## src/rtl/imem_arbiter_pkg.sv

```systemverilog
// Shared constants and types for the instruction/data memory port arbiter.
package imem_arbiter_pkg;

  localparam int unsigned WORD           = 32;
  localparam int unsigned ADDR           = 16;
  localparam int unsigned STARVE_MAX_DEF = 4;

  // Owner of the read response returning on the next cycle.
  typedef enum logic [1:0] {
    IDLE    = 2'd0,
    RESP_IF = 2'd1,
    RESP_LS = 2'd2
  } owner_e;

  // Request presented to the memory port by the winning requester.
  typedef struct packed {
    logic [ADDR-1:0] addr;
    logic            we;
    logic [WORD-1:0] wdata;
  } mem_req_t;

endpackage

```

## src/rtl/imem_arb_starve_cnt.sv

```systemverilog
// Saturating fetch-starvation counter with synchronous clear.
module imem_arb_starve_cnt #(
  parameter int unsigned MAX = 4,
  parameter int unsigned W   = 3
) (
  input  logic         clk,
  input  logic         reset,
  input  logic         inc,
  input  logic         clr,
  output logic [W-1:0] cnt_o
);

  // Count denied fetch cycles, holding at MAX; clear has priority.
  always_ff @(posedge clk or negedge reset) begin
    if (!reset) begin
      cnt_o <= '0;
    end else if (clr) begin
      cnt_o <= '0;
    end else if (inc && (cnt_o != W'(MAX))) begin
      cnt_o <= cnt_o + W'(1);
    end
  end

endmodule

```

## src/rtl/imem_arbiter.sv

```systemverilog
// Arbiter for the single synchronous memory port shared by fetch and load/store.
// Load/store has priority; a starvation counter forces a fetch grant.
// Optional performance counters are enabled with IMEM_ARBITER_PERF_EN.
module imem_arbiter
  import imem_arbiter_pkg::*;
#(
  parameter int unsigned STARVE_MAX = STARVE_MAX_DEF
) (
  input  logic            clk,
  input  logic            reset,
  input  logic            if_req_i,
  input  logic [ADDR-1:0] if_addr_i,
  input  logic            if_flush_i,
  output logic            if_gnt_o,
  output logic            if_v_o,
  output logic [WORD-1:0] if_data_o,
  input  logic            ls_req_i,
  input  logic            ls_we_i,
  input  logic [ADDR-1:0] ls_addr_i,
  input  logic [WORD-1:0] ls_wdata_i,
  output logic            ls_gnt_o,
  output logic            ls_v_o,
  output logic [WORD-1:0] ls_data_o,
  output logic [ADDR-1:0] mem_a_o,
  output logic            mem_w_o,
  output logic [WORD-1:0] mem_d_o,
  input  logic [WORD-1:0] mem_q_i
`ifdef IMEM_ARBITER_PERF_EN
  ,
  output logic [31:0]     perf_conflict_o,
  output logic [31:0]     perf_starve_o
`endif
);

  localparam int unsigned CW = $clog2(STARVE_MAX + 1);

  logic [CW-1:0] starve_cnt;
  logic          force_if_c;
  logic          starve_inc;
  logic          starve_clr;
  mem_req_t      mem_req;
  owner_e        owner_q;
  owner_e        owner_d;
  logic          flush_q;

  assign force_if_c = if_req_i && (starve_cnt == CW'(STARVE_MAX));

  // Same-cycle grant: load/store wins unless fetch has starved; nothing while in reset.
  always_comb begin
    ls_gnt_o = 1'b0;
    if_gnt_o = 1'b0;
    if (reset) begin
      if (ls_req_i && !force_if_c) begin
        ls_gnt_o = 1'b1;
      end else if (if_req_i) begin
        if_gnt_o = 1'b1;
      end
    end
  end

  // Winner's request onto the memory port; idle port drives zeros.
  always_comb begin
    mem_req = '0;
    if (ls_gnt_o) begin
      mem_req.addr  = ls_addr_i;
      mem_req.we    = ls_we_i;
      mem_req.wdata = ls_wdata_i;
    end else if (if_gnt_o) begin
      mem_req.addr  = if_addr_i;
    end
  end

  assign mem_a_o = mem_req.addr;
  assign mem_w_o = mem_req.we;
  assign mem_d_o = mem_req.wdata;

  assign starve_inc = if_req_i && !if_gnt_o;
  assign starve_clr = if_gnt_o || !if_req_i;

  imem_arb_starve_cnt #(
    .MAX (STARVE_MAX),
    .W   (CW)
  ) u_starve (
    .clk   (clk),
    .reset (reset),
    .inc   (starve_inc),
    .clr   (starve_clr),
    .cnt_o (starve_cnt)
  );

  // Response owner and fetch-flush capture for the next cycle's read data.
  always_ff @(posedge clk or negedge reset) begin
    if (!reset) begin
      owner_q <= IDLE;
      flush_q <= 1'b0;
    end else begin
      owner_q <= owner_d;
      flush_q <= if_flush_i;
    end
  end

  // Next owner: stores return nothing, so they leave the port idle.
  always_comb begin
    owner_d = IDLE;
    if (if_gnt_o) begin
      owner_d = RESP_IF;
    end else if (ls_gnt_o && !ls_we_i) begin
      owner_d = RESP_LS;
    end
  end

  assign if_v_o    = (owner_q == RESP_IF) && !flush_q;
  assign ls_v_o    = (owner_q == RESP_LS);
  assign if_data_o = if_v_o ? mem_q_i : '0;
  assign ls_data_o = ls_v_o ? mem_q_i : '0;

`ifdef IMEM_ARBITER_PERF_EN
  // Conflict cycles and grants won only through the starvation override.
  always_ff @(posedge clk or negedge reset) begin
    if (!reset) begin
      perf_conflict_o <= '0;
      perf_starve_o   <= '0;
    end else begin
      if (if_req_i && ls_req_i) begin
        perf_conflict_o <= perf_conflict_o + 32'd1;
      end
      if (force_if_c && ls_req_i) begin
        perf_starve_o <= perf_starve_o + 32'd1;
      end
    end
  end
`endif

endmodule
```

## config.mk

```make
export PLATFORM = sky130hd
export DESIGN_NAME = imem_arbiter
export DESIGN_NICKNAME = d
export VERILOG_FILES = /design/src/rtl/imem_arbiter_pkg.sv /design/src/rtl/imem_arb_starve_cnt.sv /design/src/rtl/imem_arbiter.sv
export SDC_FILE = /design/constraint.sdc
export NUM_CORES = 1
export LEC_CHECK = 0
export CAP_MARGIN = 40
export CORE_AREA = 2 2 85 87
export CTS_BUF_LIST = sky130_fd_sc_hd__clkbuf_8 sky130_fd_sc_hd__clkbuf_16
export DETAILED_ROUTE_END_ITERATION = 6
export DIE_AREA = 0 0 87 89
export GPL_TIMING_DRIVEN = 0
export PLACE_DENSITY_LB_ADDON = 0.08
export SETUP_SLACK_MARGIN = 0.2
export SYNTH_ARGS = -nofsm -noshare
export SYNTH_HDL_FRONTEND = slang
export SYNTH_HIERARCHICAL = 1
export SYNTH_SLANG_ARGS = --single-unit
export TNS_END_PERCENT = 5
```

## constraint.sdc

```tcl
create_clock -name clk -period 2.3 [get_ports clk]
set_input_delay 0.345 -clock clk [delete_from_list [all_inputs] [get_ports clk]]
set_output_delay 0.345 -clock clk [all_outputs]
set_load 0.005 [all_outputs]
```

Word-level counts from Yosys, hierarchy flattened
Index checks and enable logic that the tools add are counted.
{"block": "totals", "regBits": 6, "input_bits": 102, "out_inout_bits": 117}
{"block": "op_classes", "addsub": 1, "eq_ne": 4, "muxes": 14, "reduce_logical": 13}
{"operator": "32-bit two-way mux", "n": 2}
{"operator": "33-bit two-way mux", "n": 1}
{"operator": "16-bit two-way mux", "n": 2}
{"operator": "1-bit logical AND", "n": 6}
{"operator": "3-bit two-way mux", "n": 2}
{"operator": "1-bit logical NOT", "n": 5}
{"operator": "1-bit two-way mux", "n": 5}
{"operator": "2-bit two-way mux", "n": 2}
{"operator": "3-bit by 1-bit adder with 3-bit output (second input constant)", "n": 1}
{"operator": "3-bit equality test (second input constant)", "n": 1}
{"operator": "3-bit != test (second input constant)", "n": 1}
{"operator": "2-bit by 1-bit equality test with 1-bit output (second input constant)", "n": 1}
{"operator": "2-bit equality test (second input constant)", "n": 1}
{"operator": "2-bit nonzero test", "n": 1}
{"operator": "1-bit logical OR", "n": 1}

Depth between registers and ports, before layout
{"block": "logic_depth", "depth_word": 11, "mapped_depth": 6}

Cells and area by module
Netlist, hierarchy kept.
{"mod": "imem_arbiter", "n_inst": 1, "cells_per_inst": 138, "area_each_um2": 969.7, "seq_area_each_um2": 75.1}
{"mod": "imem_arb_starve_cnt", "n_inst": 1, "cells_per_inst": 17, "area_each_um2": 198.9, "seq_area_each_um2": 75.1}

Worst setup path after synthesis
OpenSTA, ideal clock, no wires.
{"block": "synth_path", "kind": "reg-to-reg", "startpoint": "register u_starve.cnt_o[1]", "endpoint": "register u_starve.cnt_o[0]", "setup_ps": 125, "arrival_time_ps": 1732, "required_time_ps": 2175, "setup_slack_ps": 443, "stages_incl_launch_ff": 7, "path_buffers": 1, "period_less_slack_ps": 1857, "cell_sequence": "dfrtp_1 > or3b_4 > a21oi_4 > buf_4 > nor2_1 > a21boi_4 > mux2_4"}
{"block": "synth_via", "elab_chain_len": 10, "word_cells_on_any_way": 13, "cone_classes": "eq/ne (2); mux (3); reduce/logical (8)"}
{"item": "start, declared", "line_no": "imem_arb_starve_cnt.sv:10", "source": "output logic [W-1:0] cnt_o"}
{"item": "start signal, assigned", "line_no": "imem_arb_starve_cnt.sv:20", "source": "cnt_o <= cnt_o + W'(1);"}
{"item": "3-bit equality test", "line_no": "imem_arbiter.sv:46", "source": "assign force_if_c = if_req_i && (starve_cnt == CW'(STARVE_MAX));"}
{"item": "1-bit logical AND", "line_no": "imem_arbiter.sv:46"}
{"item": "1-bit logical NOT", "line_no": "imem_arbiter.sv:53", "source": "if (ls_req_i && !force_if_c) begin"}
{"item": "1-bit logical AND", "line_no": "imem_arbiter.sv:53"}
{"item": "1-bit two-way mux", "line_no": "imem_arbiter.sv:53"}
{"item": "1-bit two-way mux", "line_no": "imem_arbiter.sv:52", "source": "if (reset) begin"}
{"item": "via if_gnt_o", "line_no": "imem_arbiter.sv:14", "source": "output logic if_gnt_o,"}
{"item": "1-bit logical NOT", "line_no": "imem_arbiter.sv:77", "source": "assign starve_inc = if_req_i && !if_gnt_o;"}
{"item": "1-bit logical AND", "line_no": "imem_arbiter.sv:77"}
{"item": "via starve_inc", "line_no": "imem_arbiter.sv:39", "source": "logic starve_inc;"}
{"item": "1-bit logical AND", "line_no": "imem_arb_starve_cnt.sv:19", "source": "end else if (inc && (cnt_o != W'(MAX))) begin"}
{"item": "2-bit nonzero test (no source line)"}
The timed path passes the listed nets, and every way through them passes these cells.
A chain may end at the register's enable or synchronous reset.

Worst setup path after layout
{"block": "layout_path", "startpoint": "register u_starve.cnt_o[1]", "endpoint": "output port mem_d_o[15]"}
{"block": "layout_via", "elab_chain_len": 7}
{"item": "3-bit equality test", "line_no": "imem_arbiter.sv:46"}
{"item": "1-bit logical AND", "line_no": "imem_arbiter.sv:46"}
{"item": "1-bit logical NOT", "line_no": "imem_arbiter.sv:53"}
{"item": "1-bit logical AND", "line_no": "imem_arbiter.sv:53"}
{"item": "1-bit two-way mux", "line_no": "imem_arbiter.sv:53"}
{"item": "1-bit two-way mux", "line_no": "imem_arbiter.sv:52"}
{"item": "33-bit two-way mux", "line_no": "imem_arbiter.sv:64", "source": "if (ls_gnt_o) begin"}
{"item": "end, declared", "line_no": "imem_arbiter.sv:26", "source": "output logic [WORD-1:0] mem_d_o,"}
Every way passes these cells.

==> flow_summary.yaml <==
status:
  run_status: "completed"
synth:
  yosys_most_used_dff: "dfrtp_1"
  ys_seq_elements: 6
  synth_area_leaders: "and2_1, dfrtp_1, a22o_1"
  synthArstFlopShare: 1.000
  syn_avg_cell_area_um2: 7.539
  syn_inst: 155
  yosysSeqAreaShare: 0.1285
  synth.top_cell.area_share: 0.5193
  synth_edf_count: 0
  syn_nets: 259
  synth_commonest_cells: "and2_1, a22o_1, clkbuf_1"
  ys_types: 23
  yosys.area.top_type: "and2_1"
  yosysMostFrequentCell: "and2_1"
  syn_area_um2: 1169
  yosysWarnings: 6
timing:
  post-route-min-period_ns: 2.170
  post-route-period-util: 0.9434
  maxSlewViolCount: 0
  finalHoldViolations: 0
  fmax_mhz: 460.9
  skew_ns: 0.001208
  worst_pin_slew_ns: 0.4323
  rsz0062_at_grt: "true"
  slew_headroom: 0.7118
  setup_viol: 0
die:
  fp.dieW_um: 87
  dieArea_um2: 7743
  start_util: 0.1739
  io_pins: 219
  die_y_um: 89
  num_rows: 30
  core_um2: 6719
setup_path:
  cp-start-kind: "flip-flop"
  critPathSlowestCell: "or3b_4"
  path_cells: "or3b_4 -> o211a_4 -> buf_8 -> buf_6 -> and2_4 -> buf_6"
  path_buf_inv: 3
  r2r_cells: 7
  required_ns: 1.96
  arrival_ns: 1.82
  cp.depth: 6
  path_class: "reg -> out"
  reg2reg_setup_slack_ns: 0.41
  r2r-end: "u_starve/cnt_o[0]"
  critPathMaxStageDelay_ns: 0.44
  cp_common_cell: "buf_6"
  r2r_start: "u_starve/cnt_o[1]"
  worstSetupStartpoint: "u_starve/cnt_o[1]"
  cp_max_fo: 5
  cp-end-kind: "output port"
  crit_family: "simple AND/OR/NAND/NOR gates"
  endpoint: "mem_d_o[15]"
clocking:
  numCtsBuffers: 3
  insertion_delay_ns: 0.22
  h-tree-depth: 1
  cts_tree: "yes"
  cts.clk_slew.worst_paths_ns: 0.03
  cts_hold_buf: 0
  ctsRootBufferMaster: "clkbuf_8"
  clock_sinks: 6
  clock_path_buffers: 2
drt:
  first_iter_violations: 29
  wl_per_cell_um: 12.68
  drc_errors: 0
  vias: 1904
  routed_via_density: 4.034
  ant_nets: 0
  drt_pre_antenna_iters: 4
  wl_um: 5986
global_routing:
  grt_usage: 0.1397
  grt_max_degree: 11
  grt_pass1_wl_um: 8590
  antenna_found_initial: 0
  grt_pass1_vias: 1763
  grt_overflow_total: 0
power_and_ir_drop:
  powerDensity_nw_per_um2: 194.8
  p_leak_uw: 0.001598
  ir_drop_uv: 161.1
  finalPower_uw: 697.0
cells_and_area:
  drive_above_1_share: 0.2245
  layout.nets: 498
  n_antenna_cell: 0
  final_cells: 472
  synthToLayoutAreaGrowth_pct: 206.2
place:
  dp.cells: 453
  post-dp-hpwl_um: 5162
  port_buffers: 218
  place_congestion: 0.6958
run:
  drv_cap: 0
min_path:
  hp-class: "in -> async"
worst min path at each step:
stage | cells past startpoint | to | slack (ns)
CTS | 1 | u_starve/cnt_o[1] | 0.19
global placement | 2 | u_starve/cnt_o[1] | 0.58
detailed placement | 2 | u_starve/cnt_o[1] | 0.59
finish | 1 | u_starve/cnt_o[0] | 0.17
global route | 1 | u_starve/cnt_o[0] | 0.19
floorplan | 0 | flush_q | 0.05
what timing repair did:
| action | 4_1_cts | 5_1_grt |
|---|---|---|
| endpoints found under the hold margin | 0 | 0 |
| setup buffers | 7 | 3 |
| setup endpoints to repair | 115 | 110 |
| resized for setup | 183 | 39 |
| pin swaps | 17 | 4 |
| gates cloned | 5 | 1 |
power breakdown:
part	internal, uW	total (uW)	switching [uW]
Sequential	111	116	4.18
Clock	112	152	40.1
Combinational	308	429	121
cell type report:
cell class	instances	area [um^2]
Sequential cell	6	150.1
Clock buffer	3	41.29
Tap cell	80	100.1
Fill cell	635	3141
Inverter	3	11.26
Multi-Input combinational cell	135	996.0
Buffer	12	122.6
Timing Repair Buffer	233	2157
through the flow:
step / TNS (ns) / cell area [um^2] / util / worst slack, ns / hold WS (ns)
2_1_floorplan: 0 / 1169 / - / 0.4431 / 0.04941
3_3_place_gp: -14.41 / 3451 / 0.5136 / -0.4254 / 0.5821
3_5_place_dp: -14.67 / 3451 / 0.5136 / -0.4280 / 0.5881
4_1_cts: 0 / 3537 / 0.5264 / 0.1081 / 0.1869
5_1_grt: 0 / 3578 / 0.5326 / 0.08563 / 0.1917
6_report: 0 / 3578 / 0.5326 / 0.1302 / 0.1710
state kept, by name, summed over array words and instances (netlist names):
name / flops
u_starve/cnt_o: 3
owner_q: 2
flush_q: 1
logic make-up after synthesis:
logic type	Yosys count	share of synthesized area
simple gates	110	0.5942
flops	6	0.1285
mux	2	0.02141
buf+inv	15	0.06531
compound gates	20	0.1692
fa+ha+maj	2	0.02141
per-layer routing:
layer,routed length [um],track usage
met1,1916,0.1313
met2,3248,0.2776
met3,747,0.04801
met4,73,0.05114
met5,0,0
cells in the final DEF (no fill, tap or decap):
cell type | netlist | layout
nor2_1 | 2 | 2
clkdlybuf4s15_1 | 0 | 7
nor2b_1 | 3 | 2
and2_1 | 97 | 90
clkbuf_8 | 0 | 5
nand2_1 | 1 | 1
nor3b_4 | 0 | 1
mux2_4 | 1 | 1
a21boi_4 | 1 | 1
inv_1 | 3 | 3
clkdlybuf4s15_2 | 0 | 2
ha_1 | 2 | 2
dfrtp_1 | 6 | 6
dlymetal6s2s_1 | 0 | 1
clkbuf_2 | 0 | 16
nor2b_4 | 0 | 1
buf_8 | 0 | 1
or3b_4 | 1 | 1
clkdlybuf4s50_1 | 0 | 166
buf_4 | 1 | 8
buf_2 | 1 | 22
nor3_2 | 1 | 1
a21oi_4 | 1 | 1
and4b_1 | 1 | 1
a22o_1 | 16 | 16
mux2i_1 | 1 | 1
dlygate4sd2_1 | 0 | 2
buf_6 | 2 | 18
and2_4 | 0 | 7
nand2b_1 | 3 | 3
a21oi_1 | 1 | 1
o211a_4 | 1 | 2
(Power assumes the default switching activity.)
